**config.mk**
```make
export PLATFORM = sky130hd
export DESIGN_NAME = mux_scan_reg
export DESIGN_NICKNAME = d
export VERILOG_FILES = /design/src/rtl/mux_pkg.sv /design/src/rtl/mux_tree.sv /design/src/rtl/mux_scan_reg.sv
export SDC_FILE = /design/constraint.sdc
export NUM_CORES = 1
export LEC_CHECK = 0
export BUFFER_PORTS_ARGS = -buffer_cell sky130_fd_sc_hd__clkbuf_2
export CORE_ASPECT_RATIO = 0.9
export CORE_UTILIZATION = 35
export DETAILED_ROUTE_END_ITERATION = 7
export MAX_ROUTING_LAYER = met4
export PLACE_DENSITY = 0.69
export SYNTH_ARGS = -nofsm -noshare
export SYNTH_HDL_FRONTEND = slang
export SYNTH_SLANG_ARGS = --single-unit
```
**constraint.sdc**
```tcl
create_clock -name clk -period 3.45 [get_ports clk]
set_clock_uncertainty 0.1 [all_clocks]
set_input_delay 0.345 -clock clk [delete_from_list [all_inputs] [get_ports clk]]
set_output_delay 0.345 -clock clk [all_outputs]
set_load 0.02 [all_outputs]
```
**src/rtl/mux_pkg.sv**
```systemverilog
// Shared definitions for the scan/direct channel multiplexer.
// Mode encodings and the select-width helper used to size channel indices.
package mux_pkg;

  localparam logic MODE_DIRECT = 1'b0;
  localparam logic MODE_SCAN   = 1'b1;

  // Select width never drops below one bit, even for a two-channel mux.
  function automatic int clog2_min1(input int n);
    return (n <= 2) ? 1 : $clog2(n);
  endfunction

endpackage

```
**src/rtl/mux_tree.sv**
```systemverilog
// Combinational N:1 W-bit multiplexer built from levels of 2:1 muxes.
// Leaves are padded to a power of two; padding leaves read as zero.
module mux_tree
  import mux_pkg::*;
#(
  parameter int N = 13,
  parameter int W = 8,
  localparam int SW = clog2_min1(N)
) (
  input  logic [N*W-1:0] in_data,
  input  logic [SW-1:0]  sel,
  output logic [W-1:0]   out_data
);

  localparam int L = 1 << SW;

  // Level 0 holds the leaves; level gj halves the width using sel[gj-1].
  for (genvar gj = 0; gj <= SW; gj++) begin : g_lvl
    logic [W-1:0] w_lvl [L >> gj];

    if (gj == 0) begin : g_leaf
      for (genvar gi = 0; gi < L; gi++) begin : g_in
        if (gi < N) begin : g_used
          assign w_lvl[gi] = in_data[gi*W +: W];
        end else begin : g_pad
          assign w_lvl[gi] = '0;
        end
      end
    end else begin : g_mux
      for (genvar gk = 0; gk < (L >> gj); gk++) begin : g_node
        assign w_lvl[gk] = sel[gj-1] ? g_lvl[gj-1].w_lvl[2*gk+1]
                                     : g_lvl[gj-1].w_lvl[2*gk];
      end
    end
  end

  assign out_data = g_lvl[SW].w_lvl[0];

endmodule

```
**src/rtl/mux_scan_reg.sv**
```systemverilog
// N:1 multiplexer with registered output, valid/ready handshake and a
// round-robin scan mode that walks channels 0..N-1 one capture at a time.
module mux_scan_reg
  import mux_pkg::*;
#(
  parameter int N = 13,
  parameter int W = 8,
  localparam int SW = clog2_min1(N)
) (
  input  logic           clk,
  input  logic           rst_n,
  input  logic [N*W-1:0] in_data,
  input  logic [SW-1:0]  sel,
  input  logic           mode,
  input  logic           scan_clr,
  input  logic           in_valid,
  output logic           in_ready,
  output logic [W-1:0]   out_data,
  output logic [SW-1:0]  out_ch,
  output logic           out_err,
  output logic           out_valid,
  input  logic           out_ready
);

  localparam logic [SW:0]   LP_N    = (SW+1)'(N);
  localparam logic [SW-1:0] LP_LAST = SW'(N - 1);

  logic [SW-1:0] r_scan_ptr;
  logic [W-1:0]  r_out_data;
  logic [SW-1:0] r_out_ch;
  logic          r_out_err;
  logic          r_out_valid;

  logic          w_in_ready;
  logic          w_cap;
  logic          w_scan;
  logic [SW-1:0] w_ch;
  logic          w_in_range;
  logic [W-1:0]  w_tree_data;

  assign w_in_ready = !r_out_valid || out_ready;
  assign w_cap      = in_valid && w_in_ready;
  assign w_scan     = (mode == MODE_SCAN);

  // A pending scan_clr makes this capture sample channel 0, not the stale pointer.
  assign w_ch       = w_scan ? (scan_clr ? '0 : r_scan_ptr) : sel;
  assign w_in_range = ({1'b0, w_ch} < LP_N);

  mux_tree #(
    .N (N),
    .W (W)
  ) u_tree (
    .in_data  (in_data),
    .sel      (w_ch),
    .out_data (w_tree_data)
  );

  always_ff @(posedge clk or negedge rst_n) begin
    if (!rst_n) begin
      r_out_data  <= '0;
      r_out_ch    <= '0;
      r_out_err   <= 1'b0;
      r_out_valid <= 1'b0;
    end else if (w_cap) begin
      r_out_data  <= w_in_range ? w_tree_data : '0;
      r_out_ch    <= w_ch;
      r_out_err   <= !w_in_range;
      r_out_valid <= 1'b1;
    end else if (out_ready) begin
      r_out_valid <= 1'b0;
    end
  end

  // After a clear that coincides with a scan capture, channel 0 is consumed,
  // so the pointer moves straight on to channel 1.
  always_ff @(posedge clk or negedge rst_n) begin
    if (!rst_n) begin
      r_scan_ptr <= '0;
    end else if (scan_clr) begin
      r_scan_ptr <= (w_cap && w_scan) ? SW'(1) : '0;
    end else if (w_cap && w_scan) begin
      r_scan_ptr <= (r_scan_ptr == LP_LAST) ? '0 : r_scan_ptr + SW'(1);
    end
  end

  assign in_ready  = w_in_ready;
  assign out_data  = r_out_data;
  assign out_ch    = r_out_ch;
  assign out_err   = r_out_err;
  assign out_valid = r_out_valid;

endmodule

```
==> results of run 1 <==
==> flip-flops by register name, indices dropped and copies added, names as in the netlist <==
| signal | count |
|---|---|
| out_valid | 1 |
| out_data | 8 |
| out_err | 1 |
| r_scan_ptr | 4 |
| out_ch | 4 |
==> metal layers <==
layer	vias up	GRT usage [%]	part of all wire [%]
met5	-	-	0
met4	0	6.55	1.4
met3	8	2.75	7.7
met2	123	39.2	47
met1	1160	31.8	44
li1	1201	-	-
==> power by group through the flow <==
stage                     logic, mW  clock network, mW  registers [mW]
after floorplan               0.157                  0           0.289
after global placement        0.308                  0           0.260
after detailed placement      0.311                  0           0.261
after CTS                     0.313              0.181           0.257
after global routing          0.343              0.192           0.261
final                         0.311              0.180           0.258
==> kinds of logic after synthesis <==
logic type                 Yosys count
and+or+nand+nor                    102
AOI/OAI and AO/OA                   88
buffers and inverters               28
DFF                                 18
muxes                               17
adders and majority gates            2
==> worst min path at each step <==
stage	endpoint	slack (ps)
floorplan	out_ch[0]$_DFFE_PN0P_	-50
global placement	out_valid$_DFFE_PN0P_	220
detailed placement	out_valid$_DFFE_PN0P_	220
CTS	out_valid$_DFFE_PN0P_	210
global route	out_valid$_DFFE_PN0P_	230
finish	out_valid$_DFFE_PN0P_	210
==> through the flow <==
step	hold slack (ps)	instance area (sq um)	power, mW	worst slack [ps]
after global routing	230	2620	0.795	969
after CTS	211	2620	0.752	1170
after floorplan	-50.6	1950	0.446	1500
after detailed placement	217	2560	0.573	891
after global placement	217	2560	0.568	973
final	212	2620	0.749	1140
==> final cells by class <==
| class | count | area, sq um |
|---|---|---|
| fillers | 556 | 2700 |
| multi-input cells | 209 | 1350 |
| repair buffers | 132 | 673 |
| flip-flops and latches | 18 | 450 |
| well taps | 67 | 83.8 |
| clock buffers | 4 | 55.1 |
| inverters | 3 | 11.3 |
==> layout by cell type (no fill, tap or decap), types with 2 or more instances in the layout <==
cell and count:
clkbuf_2 128, nand3_1 66, o21ai_0 38, dfrtp_1 18, nand2_1 15, a41oi_1 8
mux2_1 8, a31o_2 8, a221oi_1 8, o31ai_1 8, nand2b_1 6, a21oi_1 6
mux2_2 5, clkbuf_8 4, inv_1 3, mux2_4 3, buf_4 3, nand4b_1 2
a31oi_1 2, nor3_1 2, nand3b_1 2, o21ai_1 2, nor2_1 2, o21a_1 2
ha_1 2
==> worst max-delay path: stages <==
cell and delay (ps):
clkbuf_2 290, and2b_2 450, nor2_8 400, mux2_2 380, a221oi_1 320, o31ai_1 110
==> repair_timing <==
item | CTS | global route
resized for setup | 0 | 0
hold buffers | 1 | 0
endpoints found under the hold margin | 18 | 0
==> impl_metrics.yaml, run 1 <==
die:
  dieArea_sq_um: 5880
  rows: 25
  start_util_pct: 36.7
  die_w_microns: 80.7
  die_y_microns: 72.8
  ios: 129
  core_sq_um: 5320
logic_synthesis:
  synth-async-reset-ratio_pct: 100
  synth_edf_count: 0
  synth_xor_area_share_pct: 0
  synth.avg_cell_area_sq_um: 7.65
  yosys.area.top_type: "dfrtp_1"
  synth_top_family_by_area: "compound AO/OA/AOI/OAI gates"
  yosys_warnings: 0
  synth_area_leaders: "dfrtp_1 23%, nand3_1 17%, o21ai_0 9.7%"
  ys_seq_area_share_pct: 23.1
  post-synth-top-count-cell: "nand3_1"
  ys_seq_elements: 18
  synthSimpleGateAreaFrac_pct: 27.8
  synth_compound_area_share_pct: 29.7
  ys.flop_type: "dfrtp_1"
  syn_area_sq_um: 1950
  synth_mux_area_share_pct: 10.3
  synth_top_area_share_pct: 23.1
  synthAdderAreaFrac_pct: 1.28
  synth_commonest_cells: "66 x nand3_1, 38 x o21ai_0, 18 x dfrtp_1"
  syn_inst: 255
  synth_cell_type_count: 42
  synth_nets: 371
job:
  maxCapViolCount: 0
pwr:
  ir_worst_vdd_mv: 0.160
  clkPwrFrac_pct: 24.1
  p_switching_mw: 0.274
  seqPwrFrac_pct: 34.4
  power_per_cell_area_nw_per_um2: 286
  comb_power_share_pct: 41.5
  netSwitchingFraction_pct: 36.6
  p_int_mw: 0.475
  power_leakage_nw: 1.25
worst_hold_path:
  holdCritStartpoint: "in_valid"
  hold_path.class: "in2reg"
  whs_path_depth: 2
sta:
  setup_violations: 0
  timing.final.crit_period_ps: 2310
  hold_viol: 0
  finalMaxSlewViolations: 0
  setup_tns_ps: 0
  grt_setup_unrepaired: "no"
  max_freq_mhz: 433
  maxSlewHeadroom_pct: 44.1
  tightest_slew_ps: 834
  min_period_over_period_pct: 66.9
setup_path:
  crit_end: "out_data[2]$_DFFE_PN0P_"
  critPathKind: "in2reg"
  r2r-start: "r_scan_ptr[0]$_DFFE_PN0P_"
  critPathLaunchType: "input port"
  path_max_fanout: 33
  endpoint_kind: "flip-flop"
  cp.arrival_ps: 2320
  r2r_slack_ps: 1230
  worstSetupStartpoint: "mode"
  required_ps: 3470
  worst-r2r-cell-count: 5
  rr_endpoint: "out_data[2]$_DFFE_PN0P_"
global_route:
  grt_max_degree: 34
  antenna_found_initial: 0
  grt_overflow: 0
  first_global_vias: 2176
  grt_pass1_wl_microns: 10600
  grt_usage_pct: 24.1
finish:
  fin_cells: 433
  antenna_cells: 0
  utilization_pct: 49.3
  synthToLayoutAreaGrowth_pct: 34.4
  fin_nets: 483
  drive_gt1_share_pct: 42.3
placement:
  port_buffers: 128
  place_inst: 428
  place.gp.congestion: 0.821
  dp_hpwl_microns: 5250
cts:
  postCtsSetupBuffers: 0
  root_buffer: "clkbuf_8"
  htreeDepth: 1
  cts_buffers: 3
  cts.clk_slew.worst_paths_ps: 80
  clkLatencyLatePin_ps: 250
  clkSinkCount: 18
  cts_tree: "yes"
  clk_path_buf_depth: 2
drt:
  vias_per_cell: 5.76
  avgRoutedWirePerCell_microns: 16.1
  dr.first_iter.drc_count: 185
  firstDrtPassIters: 4
  drc_errors: 0
  dr_total_vias: 2492
  postRouteAntennaNets: 0
  drt_wl_total_microns: 6950
status:
  status: "finished clean"
Power figures use the tool's default switching activity.
==> run 2: changes to the inputs <==
PLACE_DENSITY = 0.71   (was 0.69)
clock period = 2.1 ns   (was 3.45 ns; I/O delays follow)
==> impl_metrics.yaml, run 2 (synthesis results as in run 1) <==
status:
  status: "finished clean"
global_route:
  grt_pass1_wl_microns: 10600
  grt_max_degree: 33
  grt_overflow: 0
  first_global_vias: 2276
  antenna_found_initial: 0
  grt_usage_pct: 23.9
finish:
  fin_nets: 496
  largest_reg_flops: 8
  multiInputGateArea_sq_um: 1370
  fillers: 529
  utilization_pct: 51.9
  antenna_cells: 0
  regArea_sq_um: 450
  final_common_cell: "clkbuf_2"
  final_cell_mix: "128 x clkbuf_2, 66 x nand3_1, 38 x o21ai_0"
  drive_gt1_share_pct: 44.9
  synthToLayoutAreaGrowth_pct: 41.4
setup_path:
  worst-r2r-cell-count: 6
  rr_endpoint: "out_data[2]$_DFFE_PN0P_"
  endpoint_kind: "flip-flop"
  cp.arrival_ps: 2000
  r2r-start: "r_scan_ptr[0]$_DFFE_PN0P_"
  required_ps: 2110
  crit_end: "out_data[2]$_DFFE_PN0P_"
  critPathLaunchType: "flip-flop"
  critPathKind: "reg2reg"
  worstSetupStartpoint: "r_scan_ptr[0]$_DFFE_PN0P_"
  path_max_fanout: 32
  r2r_slack_ps: 110
worst_hold_path:
  hold_path.class: "in2reg"
die:
  ios: 129
  die_y_microns: 72.8
  core_sq_um: 5320
  start_util_pct: 36.7
  die_w_microns: 80.7
  dieArea_sq_um: 5880
  rows: 25
drt:
  drc_errors: 0
  drt_wl_total_microns: 6980
  firstDrtPassIters: 5
  postRouteAntennaNets: 0
  dr_total_vias: 2530
  dr.first_iter.drc_count: 228
  vias_per_cell: 5.67
  avgRoutedWirePerCell_microns: 15.7
cts:
  clkLatencyLatePin_ps: 260
  cts_tree: "yes"
  root_buffer: "clkbuf_8"
  postCtsSetupBuffers: 0
  cts_buffers: 3
  clkSinkCount: 18
  htreeDepth: 1
  cts.clk_slew.worst_paths_ps: 70
  clk_path_buf_depth: 2
pwr:
  fin_total_pwr_mw: 1.26
  power_per_cell_area_nw_per_um2: 457
  power_leakage_nw: 1.33
  ir_worst_vdd_mv: 0.357
sta:
  setup_tns_ps: 0
  setup_violations: 0
  min_period_over_period_pct: 95.0
  timing.final.crit_period_ps: 1990
  holdWs_ps: 77.7
  maxSlewHeadroom_pct: 41.8
  grt_setup_unrepaired: "no"
  hold_viol: 0
  tightest_slew_ps: 870
  finalMaxSlewViolations: 0
  max_freq_mhz: 501
placement:
  dp_hpwl_microns: 5250
  port_buffers: 128
  place.gp.congestion: 0.931
job:
  maxCapViolCount: 0
[run 2: cell types whose count changed in the layout (fill, tap and decap cells not counted), sizes merged]
| cell | before | now |
|---|---|---|
| buf | 3 | 15 |
| nor2 | 3 | 4 |
[run 2: worst max-delay path, stage by stage, from the launching register on]
cell and delay [ps]:
dfrtp_1 370, and3b_2 290, buf_4 240, o21ai_0 210, nand3_1 150, a41oi_1 360, o31ai_1 120
[run 2: per-layer routing]
layer	part of all wire [%]	GRT usage (%)	vias to the layer above
met4	1.4	7.34	0
met2	48	39.5	139
met3	7.8	1.13	6
met1	43	31.7	1155
met5	0	-	-
li1	-	-	1230
[run 2: layout make-up]
type                            instances  share of cell area (%)
Multi-Input combinational cell        210                    49.6
Timing Repair Buffer                  144                    28.6
Sequential cell                        18                    16.3
Tap cell                               67                    3.04
Clock buffer                            4                    2.00
Inverter                                3                   0.408
[run 2: worst min path at each step]
stage              from               endpoint  slack, ps  cells after the start
3_5_place_dp      rst_n  out_valid$_DFFE_PN0P_         90                      1
2_1_floorplan     rst_n  out_ch[0]$_DFFE_PN0P_       -190                      0
6_report       in_valid  out_valid$_DFFE_PN0P_         80                      2
4_1_cts        in_valid  out_valid$_DFFE_PN0P_         70                      2
3_3_place_gp      rst_n  out_valid$_DFFE_PN0P_         80                      1
5_1_grt        in_valid  out_valid$_DFFE_PN0P_        100                      2
[run 2: what timing repair did]
item,4_1_cts,5_1_grt
setup endpoints to repair,0,6
resized for setup,0,2
endpoints found under the hold margin,18,0
hold buffers,1,0
[run 2: report_power, final]
group / switching (mW) / internal, mW
logic: 0.304 / 0.245
registers: 0.0253 / 0.391
clock network: 0.128 / 0.167
total: 0.457 / 0.803
[run 2: stage by stage]
step                      instances  cell area, sq um  worst slack, ps
final                           446              2760              106
after global routing            446              2760             9.01
after CTS                       445              2740             73.2
after detailed placement        440              2670             51.6
after global placement          440              2670              127
after floorplan                 255              1950              147
